==> src/rtl/demux_1x8_sched_if.sv <==
// Stream-side bundle for the 1x8 demux controller: upstream valid/ready
// input plus the select/one-hot-valid/data bus toward the eight consumers.
interface demux_1x8_sched_if #(
  parameter int DATA_W = 8
);
  logic              in_valid;
  logic              in_ready;
  logic [DATA_W-1:0] in_data;
  logic [2:0]        in_dest;
  logic [2:0]        sel;
  logic [7:0]        out_valid;
  logic [DATA_W-1:0] out_data;
  logic [7:0]        out_ready;

  // controller side
  modport master (
    input  in_valid, in_data, in_dest, out_ready,
    output in_ready, sel, out_valid, out_data
  );

  // environment side: stream source and demux consumers
  modport slave (
    output in_valid, in_data, in_dest, out_ready,
    input  in_ready, sel, out_valid, out_data
  );
endinterface

==> src/rtl/demux_1x8_sched.sv <==
// Sequencing controller for a 1x8 demux. One word is held at a time; it is
// routed by address or round-robin over an enable mask, with a wait timeout
// and a saturating drop counter. A word leaving in the same cycle a new one
// arrives gives 1 word/cycle throughput.
module demux_1x8_sched #(
  parameter int DATA_W  = 8,
  parameter int TIMEOUT = 16,
  parameter int CNT_W   = 8
) (
  input  logic               clk,
  input  logic               rst_n,
  input  logic               rr_mode_i,
  input  logic [7:0]         dest_en_i,
  demux_1x8_sched_if.master  bus,
  output logic               busy_o,
  output logic               err_drop_o,
  output logic [CNT_W-1:0]   drop_cnt_o
);

  localparam int TMR_W = (TIMEOUT > 1) ? $clog2(TIMEOUT) : 1;
  localparam logic [TMR_W-1:0] TMR_LAST = (TIMEOUT == 0) ? '0 : TMR_W'(TIMEOUT - 1);

  typedef enum logic {IDLE = 1'b0, SEND = 1'b1} state_e;

  state_e            state_q, state_d;
  logic [2:0]        sel_q, sel_d;
  logic [2:0]        rr_ptr_q, rr_ptr_d;
  logic [DATA_W-1:0] data_q, data_d;
  logic [TMR_W-1:0]  timer_q, timer_d;
  logic              err_q, err_d;
  logic [CNT_W-1:0]  cnt_q, cnt_d;

  logic       busy;
  logic       rr_empty;
  logic       out_xfer;
  logic       timeout;
  logic       in_ready;
  logic       in_xfer;
  logic       drop;
  logic [2:0] rr_pick;
  logic [7:0] ov;

  assign busy     = (state_q == SEND);
  assign rr_empty = rr_mode_i && (dest_en_i == 8'h00);
  assign out_xfer = busy && bus.out_ready[sel_q];
  assign timeout  = (TIMEOUT != 0) && busy && !out_xfer && (timer_q == TMR_LAST);
  // Only out_ready reaches in_ready combinationally; held low in reset.
  assign in_ready = rst_n && !rr_empty && (!busy || out_xfer);
  assign in_xfer  = bus.in_valid && in_ready;

  // First enabled output after the last round-robin grant, wrapping mod 8.
  always_comb begin
    logic       hit;
    logic [2:0] idx;
    rr_pick = rr_ptr_q;
    hit     = 1'b0;
    idx     = '0;
    for (int k = 1; k <= 8; k++) begin
      idx = rr_ptr_q + 3'(k);
      if (!hit && dest_en_i[idx]) begin
        rr_pick = idx;
        hit     = 1'b1;
      end
    end
  end

  // Next state: drain/timeout of the held word, then capture or drop of a new one.
  always_comb begin
    state_d  = state_q;
    sel_d    = sel_q;
    rr_ptr_d = rr_ptr_q;
    data_d   = data_q;
    timer_d  = timer_q;
    drop     = 1'b0;

    if (busy) begin
      if (out_xfer) begin
        state_d = IDLE;
      end else if (timeout) begin
        state_d = IDLE;
        drop    = 1'b1;
      end else begin
        timer_d = timer_q + 1'b1;
      end
    end

    if (in_xfer) begin
      if (rr_mode_i) begin
        sel_d    = rr_pick;
        rr_ptr_d = rr_pick;
        data_d   = bus.in_data;
        timer_d  = '0;
        state_d  = SEND;
      end else if (dest_en_i[bus.in_dest]) begin
        sel_d   = bus.in_dest;
        data_d  = bus.in_data;
        timer_d = '0;
        state_d = SEND;
      end else begin
        drop    = 1'b1;
        state_d = IDLE;
      end
    end

    err_d = drop;
    cnt_d = (drop && (cnt_q != {CNT_W{1'b1}})) ? cnt_q + 1'b1 : cnt_q;
  end

  // State and datapath registers; a reset mid-send simply loses the word.
  always_ff @(posedge clk or negedge rst_n) begin
    if (!rst_n) begin
      state_q  <= IDLE;
      sel_q    <= '0;
      rr_ptr_q <= 3'd7;
      data_q   <= '0;
      timer_q  <= '0;
      err_q    <= 1'b0;
      cnt_q    <= '0;
    end else begin
      state_q  <= state_d;
      sel_q    <= sel_d;
      rr_ptr_q <= rr_ptr_d;
      data_q   <= data_d;
      timer_q  <= timer_d;
      err_q    <= err_d;
      cnt_q    <= cnt_d;
    end
  end

  // One-hot valid per output lane: equals busy << sel.
  for (genvar g = 0; g < 8; g++) begin : g_ov
    assign ov[g] = busy && (sel_q == 3'(g));
  end

  assign bus.in_ready  = in_ready;
  assign bus.sel       = sel_q;
  assign bus.out_valid = ov;
  assign bus.out_data  = data_q;
  assign busy_o        = busy;
  assign err_drop_o    = err_q;
  assign drop_cnt_o    = cnt_q;

endmodule

==> src/flat_wrapper.sv <==
// flat-port wrapper written by rule: the top's interface ports become plain ports
module demux_1x8_sched_flat 
#(
  parameter int DATA_W  = 8,
  parameter int TIMEOUT = 16,
  parameter int CNT_W   = 8
)
  (clk, rst_n, rr_mode_i, dest_en_i, busy_o, err_drop_o, drop_cnt_o, bus_in_valid, bus_in_data, bus_in_dest, bus_out_ready, bus_in_ready, bus_sel, bus_out_valid, bus_out_data);
  demux_1x8_sched_if #(.DATA_W(DATA_W)) bus_i ();
  input  logic clk;
  input  logic rst_n;
  input  logic rr_mode_i;
  input  logic [7:0] dest_en_i;
  output logic busy_o;
  output logic err_drop_o;
  output logic [CNT_W-1:0] drop_cnt_o;
  input wire logic [$bits(bus_i.in_valid)-1:0] bus_in_valid;
  input wire logic [$bits(bus_i.in_data)-1:0] bus_in_data;
  input wire logic [$bits(bus_i.in_dest)-1:0] bus_in_dest;
  input wire logic [$bits(bus_i.out_ready)-1:0] bus_out_ready;
  output wire logic [$bits(bus_i.in_ready)-1:0] bus_in_ready;
  output wire logic [$bits(bus_i.sel)-1:0] bus_sel;
  output wire logic [$bits(bus_i.out_valid)-1:0] bus_out_valid;
  output wire logic [$bits(bus_i.out_data)-1:0] bus_out_data;
  assign bus_i.in_valid = bus_in_valid;
  assign bus_i.in_data = bus_in_data;
  assign bus_i.in_dest = bus_in_dest;
  assign bus_i.out_ready = bus_out_ready;
  assign bus_in_ready = bus_i.in_ready;
  assign bus_sel = bus_i.sel;
  assign bus_out_valid = bus_i.out_valid;
  assign bus_out_data = bus_i.out_data;
  demux_1x8_sched #(.DATA_W(DATA_W), .TIMEOUT(TIMEOUT), .CNT_W(CNT_W)) u_core (.clk(clk), .rst_n(rst_n), .rr_mode_i(rr_mode_i), .dest_en_i(dest_en_i), .bus(bus_i), .busy_o(busy_o), .err_drop_o(err_drop_o), .drop_cnt_o(drop_cnt_o));
endmodule
==> config.mk <==
export PLATFORM = sky130hd
export DESIGN_NAME = demux_1x8_sched_flat
export DESIGN_NICKNAME = d
export VERILOG_FILES = /design/src/rtl/demux_1x8_sched_if.sv /design/src/rtl/demux_1x8_sched.sv /design/src/flat_wrapper.sv
export SDC_FILE = /design/constraint.sdc
export NUM_CORES = 1
export LEC_CHECK = 0
export ABC_AREA = 1
export CAP_MARGIN = 40
export CORE_ASPECT_RATIO = 1.5
export CORE_UTILIZATION = 53
export CTS_CLUSTER_DIAMETER = 120
export DETAILED_ROUTE_END_ITERATION = 8
export PLACE_DENSITY_LB_ADDON = 0.05
export SLEW_MARGIN = 25
export SYNTH_ARGS = -nofsm -noshare
export SYNTH_HDL_FRONTEND = slang
export SYNTH_SLANG_ARGS = --single-unit
==> constraint.sdc <==
create_clock -name clk -period 6.3 [get_ports clk]
set_input_delay 1.89 -clock clk [delete_from_list [all_inputs] [get_ports clk]]
set_output_delay 1.89 -clock clk [all_outputs]
set_load 0.1 [all_outputs]
# After elaboration in Yosys (flattened, before gate mapping)
# Index checks and enable logic that the tools add are counted.
# totals
register_bits	28
input_bits	31
out_inout_bits	30
word_cells	131
# classes
n_addsub	9
order_cmp	10
n_eq_ne	9
mux	57
reduce_logical	39
# op_table
cell	count
less-than comparator 3 x 4 -> 1 bit (second input constant)	10
binary-select mux 1 bit (select 3 bit)	10
two-way mux 3 bit	10
two-way mux 1 bit	29
two-way mux 4 bit	6
logical AND 1 bit	23
two-way mux 8 bit	2
adder 3 bit (second input constant)	4
equality test 3 bit (second input constant)	4
zero test 1 bit	10
adder 8 x 1 -> 8 bit (second input constant)	1
zero test 8 bit	1
!= test 8 bit (second input constant)	1
adder 3 x 2 -> 3 bit (second input constant)	2
equality test 3 x 2 -> 1 bit (second input constant)	2
adder 4 x 1 -> 4 bit (second input constant)	1
equality test 4 bit (second input constant)	1
AND reduction 2 bit	2
adder 3 x 1 -> 3 bit (second input constant)	1
equality test 3 x 1 -> 1 bit (second input constant)	1
zero test 3 bit	1
nonzero test 2 bit	1
logical OR 1 bit	1

# Depth between registers and ports, before layout
# Gate-level depths: netlist of the first run.
# depth
word_depth	26
mapped_depth	21
ltp_nobuf	18

# Worst setup path after synthesis of the first run
# No wires, ideal clock.
# synth_timing
kind	input to output
startpoint	in bus_out_ready[4]
endpoint	out bus_in_ready
arrival_ps	2782
required_time_ps	4410
path_slack_ps	1628
stages	6
path_buffers	0
cell_sequence	nand2_1 > nand4_1 > nand2_1 > nand3_2 > inv_2 > nor2_4
# synth_between
elab_chain_len	5
# synth_lines
element	line_no	source
start, declared	flat_wrapper.sv:20	input wire logic [$bits(bus_i.out_ready)-1:0] bus_out_ready;
binary-select mux 1 bit (select 3 bit)	demux_1x8_sched.sv:45	assign out_xfer = busy && bus.out_ready[sel_q];
two-way mux 1 bit (implied by the code)	demux_1x8_sched.sv:45	
logical AND 1 bit	demux_1x8_sched.sv:45	
logical OR 1 bit	demux_1x8_sched.sv:48	assign in_ready = rst_n && !rr_empty && (!busy || out_xfer);
logical AND 1 bit	demux_1x8_sched.sv:48	
end, declared	flat_wrapper.sv:21	output wire logic [$bits(bus_i.in_ready)-1:0] bus_in_ready;
# Every way passes these cells. The select of a mux whose other input is x is not followed.

# Worst setup path in the final report of the first run
# layout_timing
startpoint	in dest_en_i[0]
endpoint	out bus_in_ready
# layout_between
elab_chain_len	5
# layout_lines
element	line_no	source
start, declared	flat_wrapper.sv:13	input logic [7:0] dest_en_i;
zero test 8 bit	demux_1x8_sched.sv:44	assign rr_empty = rr_mode_i && (dest_en_i == 8'h00);
logical AND 1 bit	demux_1x8_sched.sv:44	
zero test 1 bit	demux_1x8_sched.sv:48	
logical AND 1 bit (2 in series)	demux_1x8_sched.sv:48	
# Every way passes these cells.

==> out/qor.yml, run 1 <==
floorplanning:
  dieArea_um2: 4710
  coreArea_um2: 4250
  row_count: 29
  die_h_um: 83.6
  start_util_pct: 55.4
  num_io_pins: 61
  dieWidth_um: 56.4
worst_setup_path:
  worstRegToRegCells: 15
  critical_path.top_delay_family: "simple AND/OR/NAND/NOR gates"
  startpoint: "dest_en_i[0]"
  crit_end: "bus_in_ready"
  crit_fanout: 4
  crit_cells: 6
  cp-start-kind: "input pin"
  end_kind: "output port"
  critical_path_required_ps: 4410
  r2r-end: "u_core.bus.sel[1]"
  cp.arrival_ps: 3250
  rr_startpoint: "u_core.rr_ptr_q[0]"
  worstPathCellList: "clkdlybuf4s50_1, nor4_1, nand4_1, nand2_1, nor2_4, buf_12"
  cp_slowest_cell: "clkdlybuf4s50_1"
  r2r_setup_slack_ps: 3390
  setup.worst_path.class: "input pin to output port"
  slowest_delay_ps: 500
  path_buf_inv: 2
pwr:
  p_leak_uw: 0.00175
  power_density_nw_per_um2: 618
  peakVddDrop_mv: 0.591
timing:
  setup_ws_ps: 1160
  fin_crit_sh_pct: 81.5
  setup_viol_count_final: 0
  worst_pin_slew_ps: 488
  rsz0062_at_grt: "no"
  post-route-min-period_ps: 5140
  clock-skew-final_ps: 1.81
  fmax_mhz: 195
  drv_slew: 0
  hold_violations: 0
  hold_slack_ps: 486
  relSlewSlack_pct: 67.1
  setup_tns_ps: 0
drt:
  wire_per_inst_um: 13.9
  ant_nets: 0
  drt-total-wl_mm: 6.66
  drcViolationCount: 0
  viasPerCell: 5.18
  dr.first_iter.drc_count: 92
  drtPass1Iterations: 4
  vias: 2491
final_layout:
  antenna_cells: 0
  fin_cells: 481
  multi_input_area_um2: 1430
  fin_nets: 471
  fillers: 264
  final_cell_mix: "nand2_1 (127), clkdlybuf4s50_1 (59), nand3_1 (34)"
  syn2layout_area_growth_pct: 49.7
  drive_above_1_share_pct: 19.1
  final_common_cell: "nand2_1"
  regArea_um2: 704
yosys:
  ys_seq_area_share_pct: 30.0
  synth_top_cell_area_share_pct: 26.6
  synth_top_area_cell: "dfrtp_1"
  synth_top_family_by_area: "simple AND/OR/NAND/NOR gates"
  synthCells: 347
  synth-compound-area-share_pct: 4.79
  synth_area_um2: 2350
  synthMuxAreaShare_pct: 0
  netlist_top_cells_area: "dfrtp_1 (27%), nand2_1 (20%), nand3_1 (7.2%), nor2_1 (4.8%), inv_1 (4.6%)"
  synth_cell_types: 38
  yosysWarnings: 0
  synth.avg_cell_area_um2: 6.78
  synth_fa_ha_area_share_pct: 2.13
  syn_nets: 382
  synthXorXnorAreaFrac_pct: 4.04
  synth_seq_cells: 28
  synth-simple-area-share_pct: 50.0
clocking:
  holdBufCountCts: 0
  ctsResizeCount: 0
  cts-root-buf: "clkbuf_8"
  numCtsBuffers: 3
  clockBufferDepth: 2
  cts_tree: "built"
  clk_pin_slew_ps: 100
  htree_num_levels: 1
  clkLatencyLatePin_ps: 270
  post-cts-setup-buffers: 0
  cts_sinks: 28
place:
  hpwl_mm: 5.54
  dpl_worst_slack_ps: 1180
  io_buffers: 60
  gp_congestion: 0.900
  place_inst: 477
global_routing:
  grt_start_max_net_pins: 29
  grt_first_pass_wirelength_mm: 11.2
  grt_overflow_total: 0
  grt_pass1_vias: 2553
  antenna_found_initial: 0
  grt_use_total_pct: 30.1
min_path:
  hp-class: "register to register"
flow_run:
  maxCapViolCount: 0
run_status:
  outcome: "complete, no violations"
## layout make-up
cell class / instances / share of cell area (%)
multi-input cells: 271 / 40.7
clock inverters: 1 / 0.853
clock buffers: 3 / 1.17
repair buffers: 90 / 31.0
well taps: 46 / 1.64
inverters: 42 / 4.62
flip-flops and latches: 28 / 20.0
## how the worst min path moves through the flow
stage	startpoint	endpoint	slack (ps)	cells past startpoint
3_3_place_gp	u_core.bus.out_data[2]	u_core.bus.out_data[2]	450	2
6_report	u_core.bus.out_data[0]	u_core.bus.out_data[0]	490	2
5_1_grt	u_core.bus.out_data[4]	u_core.bus.out_data[4]	520	2
3_5_place_dp	u_core.bus.out_data[2]	u_core.bus.out_data[2]	460	2
2_1_floorplan	u_core.timer_q[3]	u_core.timer_q[3]	560	4
4_1_cts	u_core.bus.out_data[2]	u_core.bus.out_data[2]	480	2
## state kept, by name, indices dropped and copies added (netlist names)
name and count:
u_core.bus.out_data 8, u_core.drop_cnt_o 8, u_core.timer_q 4, u_core.bus.sel 3, u_core.rr_ptr_q 3, u_core.busy_o 1
u_core.err_drop_o 1
## cells in the mapped netlist, drive strengths merged
cell type and instances:
xnor2 5, nand3b 1, a21oi 3, inv 40, o21ai 13, o21bai 1
nand3 43, clkinv 2, nor2 37, or2 1, o2111ai 2, nor3 4
dfstp 3, o31ai 1, nand4 9, nand2 140, nor3b 1, ha 4
dfrtp 25, buf 6, xor2 5, nor4 1
## metrics by stage
| stage | instance area (um^2) | util, % | total power, uW |
|---|---|---|---|
| 2_1_floorplan | 2350 | - | 1510 |
| 3_3_place_gp | 2980 | 70.1 | 1780 |
| 3_5_place_dp | 3450 | 81.2 | 2030 |
| 4_1_cts | 3520 | 82.9 | 2180 |
| 5_1_grt | 3520 | 82.9 | 2320 |
| 6_report | 3520 | 82.9 | 2170 |
## routing by layer
layer / vias to the layer above / global-route usage, % / part of all wire, %
met4: 0 / 12.9 / 3.4
met3: 20 / 2.48 / 2.0
met2: 47 / 60.9 / 58
met5: - / 0 / 0
met1: 1140 / 29.6 / 36
li1: 1284 / - / -
## logic make-up (layout without fill, tap and decap cells)
family / after synthesis / after routing
compound gates: 20 / 20
xor+xnor: 10 / 10
fa+ha+maj: 4 / 4
buf+inv: 48 / 136
flops: 28 / 28
simple gates: 237 / 237
## tightest hold or removal path: stages (launching register included)
cell	delay, ps
dfrtp_1	360
nand2_1	50
nand2_1	50
## report_power, final
part | switching [uW] | internal [uW]
sequential | 85.8 | 251
combinational | 1120 | 577
clock | 56.5 | 85.1
(Power assumes the default switching activity.)
==> run 2, diff against run 1 <==
- CORE_UTILIZATION: 53 -> 45
- clock period: 6.3 -> 4.5 ns (I/O delays scaled with it)
==> run 2 against run 1 <==
- count of clock-buffer cells in the layout is the same
- cell area is 2.5% lower
- sequential share of layout area increased by 0.51 points
- non-clock buffer count fell by 5
- clock skew rose by 6.0 ps
- first-iteration DRC count shrank 30%
- critical endpoint unchanged
==> out/qor.yml, run 2 (synthesized netlist as in run 1, its figures left out) <==
min_path:
  hp-class: "register to register"  # unchanged
  min_path_cells: 2  # unchanged
timing:
  fmax_mhz: 249
  setup_viol_count_final: 0  # unchanged
  hold_violations: 0  # unchanged
  setup_tns_ps: 0  # unchanged
  fin_crit_sh_pct: 89.2
  worst_pin_slew_ps: 492  # was 488 ps
  post-route-min-period_ps: 4010
  drv_slew: 0  # unchanged
  rsz0062_at_grt: "no"  # unchanged
  clock-skew-final_ps: 7.81  # was 1.81 ps
  relSlewSlack_pct: 66.8  # was 67.1%
final_layout:
  final_cell_mix: "nand2_1 (127), clkdlybuf4s50_1 (54), nand3_1 (34)"  # was nand2_1 (127), clkdlybuf4s50_1 (59), nand3_1 (34)
  drive_above_1_share_pct: 19.3  # was 19.1%
  fin_util_pct: 69.7  # was 82.9%
  syn2layout_area_growth_pct: 46.0  # was 49.7%
  final_common_cell: "nand2_1"  # unchanged
  antenna_cells: 0  # unchanged
  fin_nets: 466  # was 471
run_status:
  outcome: "complete, no violations"  # unchanged
global_routing:
  grt_use_total_pct: 23.8  # was 30.1%
  grt_overflow_total: 0  # unchanged
  grt_start_max_net_pins: 29  # unchanged
  grt_first_pass_wirelength_mm: 10.3  # was 11.2 mm
  grt_pass1_vias: 2442  # was 2553
  antenna_found_initial: 0  # unchanged
clocking:
  cts_tree: "built"  # unchanged
  htree_num_levels: 1  # unchanged
  cts-root-buf: "clkbuf_8"  # unchanged
  cts_sinks: 28  # unchanged
  holdBufCountCts: 0  # unchanged
  clockBufferDepth: 2  # unchanged
  numCtsBuffers: 3  # unchanged
  ctsResizeCount: 0  # unchanged
  clkLatencyLatePin_ps: 270  # about the same
  post-cts-setup-buffers: 0  # unchanged
  clk_pin_slew_ps: 90  # was 100 ps
floorplanning:
  dieWidth_um: 61.0  # was 56.4 um
  coreArea_um2: 4930  # was 4250 um^2
  row_count: 31  # was 29
  die_h_um: 90.5  # was 83.6 um
  num_io_pins: 61  # unchanged
  start_util_pct: 47.7  # was 55.4%
  dieArea_um2: 5520  # was 4710 um^2
drt:
  drcViolationCount: 0  # unchanged
  viasPerCell: 4.97  # was 5.18
  wire_per_inst_um: 12.3  # was 13.9 um
  ant_nets: 0  # unchanged
  vias: 2464  # was 2491
  drtPass1Iterations: 6  # was 4
  drt-total-wl_mm: 6.12  # was 6.66 mm
  dr.first_iter.drc_count: 64  # was 92
place:
  io_buffers: 60  # unchanged
  hpwl_mm: 5.12  # was 5.54 mm
  gp_congestion: 0.850  # was 0.900
worst_setup_path:
  setup.worst_path.class: "input pin to output port"  # unchanged
  worstRegToRegCells: 15  # unchanged
  end_kind: "output port"  # unchanged
  cp.arrival_ps: 2660  # was 3250 ps
  cp-start-kind: "input pin"  # unchanged
  critical_path_required_ps: 3150  # was 4410 ps
  crit_fanout: 6  # was 4
flow_run:
  maxCapViolCount: 0  # unchanged
==> run 2: worst max-delay path, stage by stage <==
cell             delay [ps]
clkdlybuf4s50_1         540
inv_1                   120
nor3_1                  150
nand4_1                 120
nand2_1                 140
nor2_4                   70
buf_12                  160
==> run 2: cell type report <==
cell class	instances	area (um^2)
multi-input combinational	271	1430
timing repair buffer	85	978
fill	406	1490
tap	66	82.6
clock inverter	1	30.0
clock buffer	3	41.3
inverter	42	163
sequential	28	704
==> run 2: worst paths after layout <==
kind                                             start                endpoint  slack, ps
worst max-delay path                         rr_mode_i            bus_in_ready        490
worst min-delay path            u_core.bus.out_data[7]  u_core.bus.out_data[7]        480
worst max register to register      u_core.rr_ptr_q[0]       u_core.bus.sel[1]       1690
worst min register to register  u_core.bus.out_data[7]  u_core.bus.out_data[7]        480
max in group asynchronous                        rst_n      u_core.rr_ptr_q[0]       2700
min in group asynchronous                        rst_n    u_core.drop_cnt_o[5]       1490
==> run 2: stage by stage <==
step,hold WS (ps),worst slack [ps],instance area [um^2],std cells
finish,476,486,3430,496
CTS,481,466,3430,496
global placement,455,487,2990,468
floorplan,557,653,2350,347
detailed placement,461,470,3360,492
global route,515,365,3430,496
==> run 2: per-layer routing <==
layer	part of all wire, %	vias up	track usage (%)
li1	-	1265	-
met1	39	1142	24.9
met2	56	43	45.9
met3	2.5	14	2.87
met4	2.4	0	7.77
met5	0	-	0
Power of run 2 is not shown: default switching activity piles up to over one toggle a cycle in this logic, so the estimate is an artifact.
==> run 3, diff against run 2 <==
- REMOVE_ABC_BUFFERS: default -> 1
==> run 3 against run 2 <==
- non-clock buffer count is 1 lower
- die area stayed put
- routed wire length shrank 0.60%
- count of clock-buffer cells in the layout unchanged
- maximum frequency up 0.34%
- core utilization is 0.36 points lower
==> out/qor.yml, run 3 (synthesized netlist as in run 1, its figures left out) <==
final_layout:
  final_cell_area_um2: 3410  # was 3430 um^2
  final_common_cell: "nand2_1"  # unchanged
  syn2layout_area_growth_pct: 45.2  # was 46.0%
  final_cell_mix: "nand2_1 (127), clkdlybuf4s50_1 (53), nand3_1 (34)"  # was nand2_1 (127), clkdlybuf4s50_1 (54), nand3_1 (34)
  fin_nets: 465  # was 466
  antenna_cells: 0  # unchanged
  drive_above_1_share_pct: 19.3  # about the same
clocking:
  cts_tree: "built"  # unchanged
  clkLatencyLatePin_ps: 280  # was 270 ps
  post-cts-setup-buffers: 0  # unchanged
  htree_num_levels: 1  # unchanged
  clockBufferDepth: 2  # unchanged
  clk_pin_slew_ps: 90  # about the same
  cts_sinks: 28  # unchanged
  cts-root-buf: "clkbuf_8"  # unchanged
  numCtsBuffers: 3  # unchanged
  ctsResizeCount: 0  # unchanged
  holdBufCountCts: 0  # unchanged
floorplanning:
  num_io_pins: 61  # unchanged
  dieWidth_um: 61.0  # unchanged
  start_util_pct: 47.7  # unchanged
  die_h_um: 90.5  # unchanged
  dieArea_um2: 5520  # unchanged
  row_count: 31  # unchanged
  coreArea_um2: 4930  # unchanged
timing:
  setup_tns_ps: 0  # unchanged
  fmax_mhz: 250  # was 249 MHz
  clock-skew-final_ps: 2.63  # was 7.81 ps
  setup_viol_count_final: 0  # unchanged
  post-route-min-period_ps: 4000  # was 4010 ps
  relSlewSlack_pct: 73.7  # was 66.8%
  hold_violations: 0  # unchanged
  drv_slew: 0  # unchanged
  fin_crit_sh_pct: 88.9  # was 89.2%
  rsz0062_at_grt: "no"  # unchanged
  worst_pin_slew_ps: 391  # was 492 ps
place:
  hpwl_mm: 4.99  # was 5.12 mm
  gp_congestion: 0.852  # was 0.850
  io_buffers: 60  # unchanged
  placed_area_um2: 3340  # was 3360 um^2
worst_setup_path:
  setup.worst_path.class: "input pin to output port"  # unchanged
  cp.arrival_ps: 2650  # was 2660 ps
  cp-start-kind: "input pin"  # unchanged
  worstPathCellList: "clkdlybuf4s50_1, nor4_1, nand4_1, nand2_1, nor2_4, buf_12"  # was clkdlybuf4s50_1, inv_1, nor3_1, nand4_1, nand2_1, nor2_4, buf_12
  critical_path_required_ps: 3150  # about the same
  cp_slowest_cell: "clkdlybuf4s50_1"  # unchanged
  crit_fanout: 4  # was 6
  slowest_delay_ps: 490  # was 540 ps
  critical_path.top_delay_family: "simple AND/OR/NAND/NOR gates"  # was buffers and inverters
  path_buf_inv: 2  # was 3
  end_kind: "output port"  # unchanged
global_routing:
  grt_overflow_total: 0  # unchanged
  grt_start_max_net_pins: 29  # unchanged
  grt_use_total_pct: 24.7  # was 23.8%
  grt_pass1_vias: 2496  # was 2442
  antenna_found_initial: 0  # unchanged
  grt_first_pass_wirelength_mm: 10.4  # was 10.3 mm
flow_run:
  maxCapViolCount: 0  # unchanged
drt:
  wire_per_inst_um: 12.3  # about the same
  drt-total-wl_mm: 6.08  # was 6.12 mm
  dr.first_iter.drc_count: 94  # was 64
  viasPerCell: 4.92  # was 4.97
  ant_nets: 0  # unchanged
  drtPass1Iterations: 4  # was 6
  vias: 2436  # was 2464
  drcViolationCount: 0  # unchanged
min_path:
  hp-class: "register to register"  # unchanged
run_status:
  outcome: "complete, no violations"  # unchanged
==> run 3: worst register-to-register path: cells and delay by family, from the launching register on <==
family	cells	cell delay (ps)
AO/OA/AOI/OAI	1	340
adder cells (fa/ha/maj)	1	520
buffers and inverters	2	310
flip-flops	1	700
AND/OR/NAND/NOR	11	890
==> run 3: worst paths after layout <==
kind / depth (start not counted) / slack [ps] / start / to
max: 6 / 500 / dest_en_i[0] / bus_in_ready
min: 2 / 490 / u_core.bus.out_data[6] / u_core.bus.out_data[6]
max reg2reg: 15 / 1650 / u_core.rr_ptr_q[0] / u_core.bus.sel[1]
min reg2reg: 2 / 490 / u_core.bus.out_data[6] / u_core.bus.out_data[6]
max in group asynchronous: 2 / 2670 / rst_n / u_core.rr_ptr_q[1]
min in group asynchronous: 2 / 1520 / rst_n / u_core.drop_cnt_o[3]
==> run 3: area by class of cell <==
type / count / area (um^2)
fill: 428 / 1510
timing repair buffer: 84 / 961
tap: 66 / 82.6
inverter: 42 / 163
clock buffer: 3 / 41.3
multi-input combinational: 271 / 1430
clock inverter: 1 / 30.0
sequential: 28 / 704
==> run 3: metal layers <==
| layer | part of all wire, % | vias to the layer above | track usage, % |
|---|---|---|---|
| met5 | 0 | - | 0 |
| met4 | 2.5 | 0 | 9.09 |
| met3 | 3.3 | 15 | 3.30 |
| met2 | 55 | 52 | 46.9 |
| met1 | 39 | 1098 | 25.8 |
| li1 | - | 1271 | - |
==> run 3: per-stage QoR <==
step	hold WS, ps	setup WS (ps)	std cells	util, %
3_5_place_dp	458	493	491	67.9
3_3_place_gp	454	487	468	60.6
5_1_grt	530	375	495	69.3
6_report	487	499	495	69.3
4_1_cts	490	490	495	69.3
2_1_floorplan	517	653	341	-
Power of run 3 is left out for the same reason.
